--- config.mk ---
export PLATFORM = sky130hd
export DESIGN_NAME = fifo_wr_arbiter
export DESIGN_NICKNAME = d
export VERILOG_FILES = /design/src/rtl/fifo_wr_arbiter.sv
export SDC_FILE = /design/constraint.sdc
export NUM_CORES = 1
export LEC_CHECK = 0
export BUFFER_PORTS_ARGS = -buffer_cell sky130_fd_sc_hd__buf_2
export CAP_MARGIN = 0
export CORE_UTILIZATION = 43
export DETAILED_ROUTE_END_ITERATION = 10
export PLACE_DENSITY = 0.73
export SLEW_MARGIN = 10
export SYNTH_ARGS = -nofsm -noshare
export SYNTH_HDL_FRONTEND = slang
export SYNTH_SLANG_ARGS = --single-unit
--- constraint.sdc ---
create_clock -name clk -period 3.46 [get_ports clk]
set_input_delay 0.519 -clock clk [delete_from_list [all_inputs] [get_ports clk]]
set_output_delay 0.519 -clock clk [all_outputs]
set_load 0.01 [all_outputs]
--- src/rtl/fifo_wr_arbiter.sv ---
// Round-robin arbiter that multiplexes NUM_REQ valid/ready/last streams onto a
// single FIFO write port through a 1-entry output register tagged with the ID.
module fifo_wr_arbiter #(
  parameter int NUM_REQ    = 4,
  parameter int DATA_WIDTH = 8,
  parameter int ID_WIDTH   = $clog2(NUM_REQ),
  parameter int MAX_BURST  = 8,
  parameter int CNT_WIDTH  = $clog2(MAX_BURST) + 1
) (
  input  logic                           clk,
  input  logic                           rst_n,
  input  logic [NUM_REQ-1:0]             req_valid,
  input  logic [NUM_REQ*DATA_WIDTH-1:0]  req_data,
  input  logic [NUM_REQ-1:0]             req_last,
  output logic [NUM_REQ-1:0]             req_ready,
  output logic                           fifo_wr_en,
  output logic [ID_WIDTH+DATA_WIDTH-1:0] fifo_din,
  input  logic                           fifo_full,
  output logic [ID_WIDTH-1:0]            grant_id,
  output logic                           busy
);

  localparam logic STATE_IDLE   = 1'b0;
  localparam logic STATE_LOCKED = 1'b1;

  logic                           state;
  logic [ID_WIDTH-1:0]            rr_ptr;
  logic [CNT_WIDTH-1:0]           beat_cnt;
  logic                           out_valid;
  logic [ID_WIDTH+DATA_WIDTH-1:0] out_data;

  logic [ID_WIDTH-1:0]            cand;
  logic [ID_WIDTH-1:0]            winner;
  logic                           any_valid;
  logic [DATA_WIDTH-1:0]          sel_data;
  logic                           sel_valid;
  logic                           sel_last;
  logic                           slot_free;
  logic                           xfer;
  logic                           burst_end;
  logic [ID_WIDTH-1:0]            next_ptr;

  // Rotating scan starting at rr_ptr; modulo keeps it correct for non-power-of-2 NUM_REQ.
  always_comb begin
    cand      = '0;
    winner    = '0;
    any_valid = 1'b0;
    for (int unsigned i = 0; i < NUM_REQ; i++) begin
      cand = ID_WIDTH'((32'(rr_ptr) + i) % NUM_REQ);
      if (!any_valid && req_valid[cand]) begin
        any_valid = 1'b1;
        winner    = cand;
      end
    end
  end

  always_comb begin
    sel_data  = '0;
    sel_valid = 1'b0;
    sel_last  = 1'b0;
    for (int unsigned i = 0; i < NUM_REQ; i++) begin
      if (grant_id == ID_WIDTH'(i)) begin
        sel_data  = req_data[i*DATA_WIDTH +: DATA_WIDTH];
        sel_valid = req_valid[i];
        sel_last  = req_last[i];
      end
    end
  end

  assign slot_free = !out_valid || !fifo_full;
  assign xfer      = (state == STATE_LOCKED) && sel_valid && slot_free;
  assign burst_end = xfer && (sel_last || (beat_cnt == CNT_WIDTH'(MAX_BURST - 1)));
  assign next_ptr  = (grant_id == ID_WIDTH'(NUM_REQ - 1)) ? '0 : grant_id + 1'b1;

  always_comb begin
    req_ready = '0;
    for (int unsigned i = 0; i < NUM_REQ; i++) begin
      req_ready[i] = (state == STATE_LOCKED) && slot_free && (grant_id == ID_WIDTH'(i));
    end
  end

  always_ff @(posedge clk or negedge rst_n) begin
    if (!rst_n) begin
      state    <= STATE_IDLE;
      rr_ptr   <= '0;
      grant_id <= '0;
      beat_cnt <= '0;
    end else begin
      case (state)
        STATE_IDLE: begin
          if (any_valid) begin
            grant_id <= winner;
            beat_cnt <= '0;
            state    <= STATE_LOCKED;
          end
        end
        STATE_LOCKED: begin
          if (xfer) beat_cnt <= beat_cnt + 1'b1;
          if (burst_end) begin
            state  <= STATE_IDLE;
            rr_ptr <= next_ptr;
          end
        end
      endcase
    end
  end

  // A load while draining keeps out_valid high, giving one beat per clock.
  always_ff @(posedge clk or negedge rst_n) begin
    if (!rst_n) begin
      out_valid <= 1'b0;
      out_data  <= '0;
    end else if (xfer) begin
      out_valid <= 1'b1;
      out_data  <= {grant_id, sel_data};
    end else if (fifo_wr_en) begin
      out_valid <= 1'b0;
    end
  end

  assign fifo_wr_en = out_valid && !fifo_full;
  assign fifo_din   = out_data;
  assign busy       = (state == STATE_LOCKED) || out_valid;

endmodule
## Yosys cells after proc, flatten, opt, wreduce, memory -nomap -nowiden

Index checks and enable logic that the tools add are counted.

| cells by class | value |
|---|---|
| equal/unequal tests | 6 |
| reductions and logical operators | 25 |
| bitwise operators | 1 |
| $lt $le $gt $ge | 4 |
| add/sub/neg operators | 5 |
| muxes and demuxes | 37 |

Operators by type and width:

| kind | number |
|---|---|
| 8-bit 2-to-1 mux | 4 |
| 1-bit 2-to-1 mux | 20 |
| 1-bit logical AND | 12 |
| 2-bit by 3-bit < comparator with 1-bit output, second input constant | 4 |
| 2-bit 2-to-1 mux | 5 |
| 1-bit binary-select mux with 2-bit select | 4 |
| 4-bit 2-to-1 mux | 2 |
| 4-bit one-hot mux with 2 select lines | 1 |
| 2-bit AND reduction | 3 |
| 1-bit logical NOT | 5 |
| 2-bit by 1-bit adder with 2-bit output, second input constant | 2 |
| 2-bit adder, second input constant | 2 |
| 4-bit by 1-bit adder with 4-bit output, second input constant | 1 |
| 2-bit equality test, second input constant | 2 |
| 4-bit by 3-bit equality test with 1-bit output, second input constant | 1 |
| 1-bit logical OR | 3 |
| 2-bit by 1-bit equality test with 1-bit output, second input constant | 1 |
| 2-bit logical NOT | 1 |
| 2-bit by 1-bit != test with 1-bit output, second input constant | 1 |
| 2-bit != test, second input constant | 1 |
| 1-bit one-hot mux with 2 select lines | 1 |
| 2-bit nonzero test | 1 |
| 1-bit inverter | 1 |

| word-level totals | value |
|---|---|
| logic and storage cells | 84 |
| register bits after elaboration | 20 |

## Logic depth before layout (Yosys ltp)

| logic depth | value |
|---|---|
| depth after elaboration | 14 |
| mapped depth | 7 |
| gate-level depth less buffers | 6 |

## Least setup slack after synthesis

Ideal clock, no wire load.

| timing path | value |
|---|---|
| path kind | register to register |
| from | register grant_id[1] |
| to | register out_data[4], in the netlist fifo_din[4] |
| cell stages (with the launch flop) | 8 |
| setup time | 0.125 ns |
| arrival | 1.917 ns |
| data required time | 3.335 ns |
| path slack | 1.418 ns |
| clock period less this slack | 2.042 ns |
| buffers on the path | 1 |
| path through | dfrtp_1 inv_1 ha_1 nand3b_1 a2111oi_4 nor2_2 buf_6 mux2_4 |

| on the way | value |
|---|---|
| cells in the longest elaborated chain, start to end | 7 |
| elaborated cells on any way between the ends | 14 |
| classes of those cells | 3 x eq/ne; 8 x mux; 3 x reduce/logical |

Ends and longest elaborated chain:

| item | RTL line | text |
|---|---|---|
| start, declared | 19 | `output logic [ID_WIDTH-1:0] grant_id,` |
| start signal, assigned | 92 | `grant_id <= winner;` |
| 2-bit logical NOT | 62 | `if (grant_id == ID_WIDTH'(i)) begin` |
| 1-bit 2-to-1 mux (4 in a row) | 62 |  |
| 1-bit logical AND (2 in a row) | 71 | `assign xfer = (state == STATE_LOCKED) && sel_valid && slot_free;` |
| end signal, assigned | 115 | `out_data <= {grant_id, sel_data};` |
| end, declared | 30 | `logic [ID_WIDTH+DATA_WIDTH-1:0] out_data;` |

Parallel ways exist; a longest one is shown, timed or not.
A chain may end at the register's enable or synchronous reset.

## Worst setup path after layout

| timing path | value |
|---|---|
| from | register grant_id[0] |
| to | register out_data[5], in the netlist fifo_din[5] |

The elaborated chain is that of the path after synthesis.

==> implementation parameters <==
Parameter                              Value

STA
  Achievable Freq    384.0 MHz
  Relative slew slack    49.44%
  Number of hold violations in the final report    0
  Setup tns final    0 ns
  Unrepaired setup endpoints after global routing    false
  Worst-Margin Slew    0.7584 ns
  Total count of max-transition violations in the final report    0
  Final min period    2.604 ns
  Total setup violations reported at the end of the flow    0
  Setup clock skew after layout    0.003817 ns
  Worst Slack Setup Final    0.8557 ns
  Fraction of the cycle the final worst path needs    75.27%

Worst setup path
  Top cell family by delay on the critical path    simple AND/OR/NAND/NOR gates
  Launching element type of the critical path    register
  Crit path kind    register to register
  Bufs and invs on worst path    2
  Maximum fanout along the worst path    21
  Start of the worst register-to-register path    grant_id[0]
  Minimum setup slack among reg-to-reg paths    0.86 ns
  Data required time at the worst endpoint    3.66 ns
  Standard cell with the maximum stage delay on the critical path    ha_1
  Critical path depth    7
  List of cells traversed by the critical path    inv_1, ha_1, nor2b_1, a2111oi_4, nor2_2, buf_4, mux2_4
  Signal arrival time at the worst endpoint    2.80 ns
  Number of cells on the worst reg-to-reg path    7
  End of the worst register-to-register path    fifo_din[5]
  Highest cell delay on the worst timing path    0.54 ns
  Worst setup EP type    register

Routing
  Met3 routed wirelength    145 um
  Met2 routed wirelength    1785 um
  Detail-routed net length per standard cell    14.93 um
  Number of remaining DRC errors    1
  Final WL    3359 um
  M1 wire length    1357 um
  Highest layer used for signal routing    met4
  Avg Vias per Cell    5.609
  Antenna Violating Nets Remaining    0
  Starting DRC count in detailed routing    40
  Total number of vias    1262
  Length of the first detailed-routing pass in iterations    7

Clock network
  Clock edge transition at the registers on the reported setup and hold paths    0.11 ns
  TritonCTS clock tree    built
  Number of hold buffers added after cts    0
  Sink count of the clock tree    20
  Buffers inserted by post-CTS timing repair    0
  Number of buffers added by the clock tree synthesis step    3
  Number of buffers between clock root and the deepest sink    2
  Clk Latency, worst-skew pair    0.30 ns
  CTS H-tree lvls    1
  Post-cts resize count    0
  Cell at the root of the clock tree    clkbuf_4

Placed design
  IO buf count    60
  DP Worst Slack    0.8384 ns
  Number of cells in the design after placement    222
  DPL Wire Length    2690 um
  Post-placement cell area    1658 um^2
  Placer's final routability congestion estimate    0.9010

Global route
  First-pass GRT wire length    5423 um
  Total congestion overflow after global routing    0
  Overall fraction of global-route tracks in use    21.29%
  Initial antenna violation count    0
  Number of global-route vias before repair    1217
  Pin count of the biggest net entering global routing    23

Final layout
  Number of filler cells placed in the layout    270
  FF/Latch Area    500.5 um^2
  Final net count    244
  Multi-input combinational cell area    784.5 um^2
  Cell area after layout    1680 um^2
  Ant. Diodes    0
  Proportion of layout cells with a drive suffix above 1    41.75%
  Area added between synthesis and finish    24.93%
  Final standard cell count with taps included and fillers excluded    225

Yosys
  Synthesized cell area    1345 um^2
  Fraction of post-synthesis cell area in the top cell type by area    37.21%
  Distinct cell type count of the synthesized netlist    36
  Cell types with the highest counts after synthesis    dfrtp_1 (20), nand2_1 (17), nor2b_1 (10)
  Count leader, synth    dfrtp_1
  Most used flip-flop cell after synthesis    dfrtp_1
  Post-Synthesis Net Count    185
  Leading area contributor after synthesis    dfrtp_1
  Number of enable flip-flop cells after synthesis    0
  Synthesized area divided by synthesized cell count    9.818 um^2
  Total of flip-flops plus latches after synthesis    20
  Sequential element share of the synthesized area    37.21%
  Cell count after synthesis    137
  Share of flip-flops with an asynchronous set or reset    100.0%
  Cells taking the most area after synthesis    dfrtp_1 (37%), mux2_4 (6.7%), a221oi_1 (5.2%)
  Ys Warns    0

Floorplanning
  Core Region    2853 um^2
  Ports    61
  Die extent in y    57.93 um
  Overall die width    57.93 um
  Total number of placement rows    19
  Die Footprint    3356 um^2
  Effective utilization at floorplan    47.15%

Power
  Internal Dissipation    0.0008535 W
  Net Sw Power    0.0006010 W
  Share of power burned in registers    29.5%
  PD cells    865.6 nW/um^2
  Power share of the combinational group    63.0%
  Lkg Pwr    0.8439 nW
  Largest voltage drop on the vdd net    0.4832 mV
  Sum of internal, switching and leakage power    0.001454 W
  Clock network fraction of total power    7.5%
  Net switching fraction of the power    41.32%

Outcome
  Result of the run    complete, but fails checks
  Failing checks    DRC

Worst hold path
  Type of the most critical hold path    input port to async pin

Job
  Number of max-cap violations    0
==> worst max-delay path by stage <==
stage,from,to,slack [ns]
floorplan,grant_id[1],fifo_din[4],1.42
global placement,grant_id[0],fifo_din[7],0.98
detailed placement,grant_id[0],fifo_din[5],0.84
CTS,grant_id[0],fifo_din[5],0.85
global route,grant_id[0],fifo_din[4],0.60
finish,grant_id[0],fifo_din[5],0.86
==> cell usage in the layout, fill, tap and decap left out, types with 2 or more instances in the layout <==
cell type,instances
buf_2,60
dfrtp_1,20
nand2_1,17
nor2b_1,10
a221oi_1,8
o31ai_1,8
inv_1,7
a21oi_1,6
o21ai_0,6
mux2_2,6
mux2_4,6
ha_1,5
and2_1,4
nand2b_1,3
mux2i_1,3
clkbuf_4,3
nand3b_1,2
nand3_1,2
==> per-layer routing <==
metal	up-vias	track usage, %
li1	612	-
met1	611	25.28
met2	30	38.42
met3	9	4.464
met4	0	6.463
met5	-	0
==> sequential cells by signal (all words and copies together), names as in the netlist <==
signal and count:
rr_ptr 2, state 1, beat_cnt 4, out_valid 1
grant_id 2, fifo_din 10
==> power groups by stage <==
stage                     logic (W)  registers (W)  clock network, W
final                      0.000916       0.000429          0.000109
after global placement     0.000889       0.000426                 0
after floorplan            0.000661       0.000449                 0
after CTS                  0.000922       0.000429          0.000116
after detailed placement   0.000918       0.000434                 0
after global routing        0.00100       0.000446          0.000124
==> metrics by stage <==
| stage | hold WS (ns) | utilization, % |
|---|---|---|
| floorplan | 0.2234 | - |
| global placement | 0.4855 | 58.11 |
| detailed placement | 0.4943 | 58.11 |
| CTS | 0.1598 | 58.90 |
| global route | 0.1707 | 58.90 |
| finish | 0.1537 | 58.90 |
==> layout make-up <==
cell class,count,area share (%)
Sequential cell,20,29.78
Inverter,7,1.564
Tap cell,31,2.308
Timing Repair Buffer,61,18.32
Clock buffer,3,1.340
Multi-Input combinational cell,103,46.69
==> kinds of logic (layout without fill, tap and decap cells) <==
group,after synthesis,in the layout,share of synthesized area [%]
XOR/XNOR,1,1,0.6513
flip-flops,20,20,37.21
AND/OR/NAND/NOR,43,43,16.74
buffers and inverters,14,71,4.465
AO/OA/AOI/OAI,39,39,22.33
adder cells (fa/ha/maj),5,5,4.651
multiplexers,15,15,13.95
Note: power is estimated with default switching activity, not from simulation.
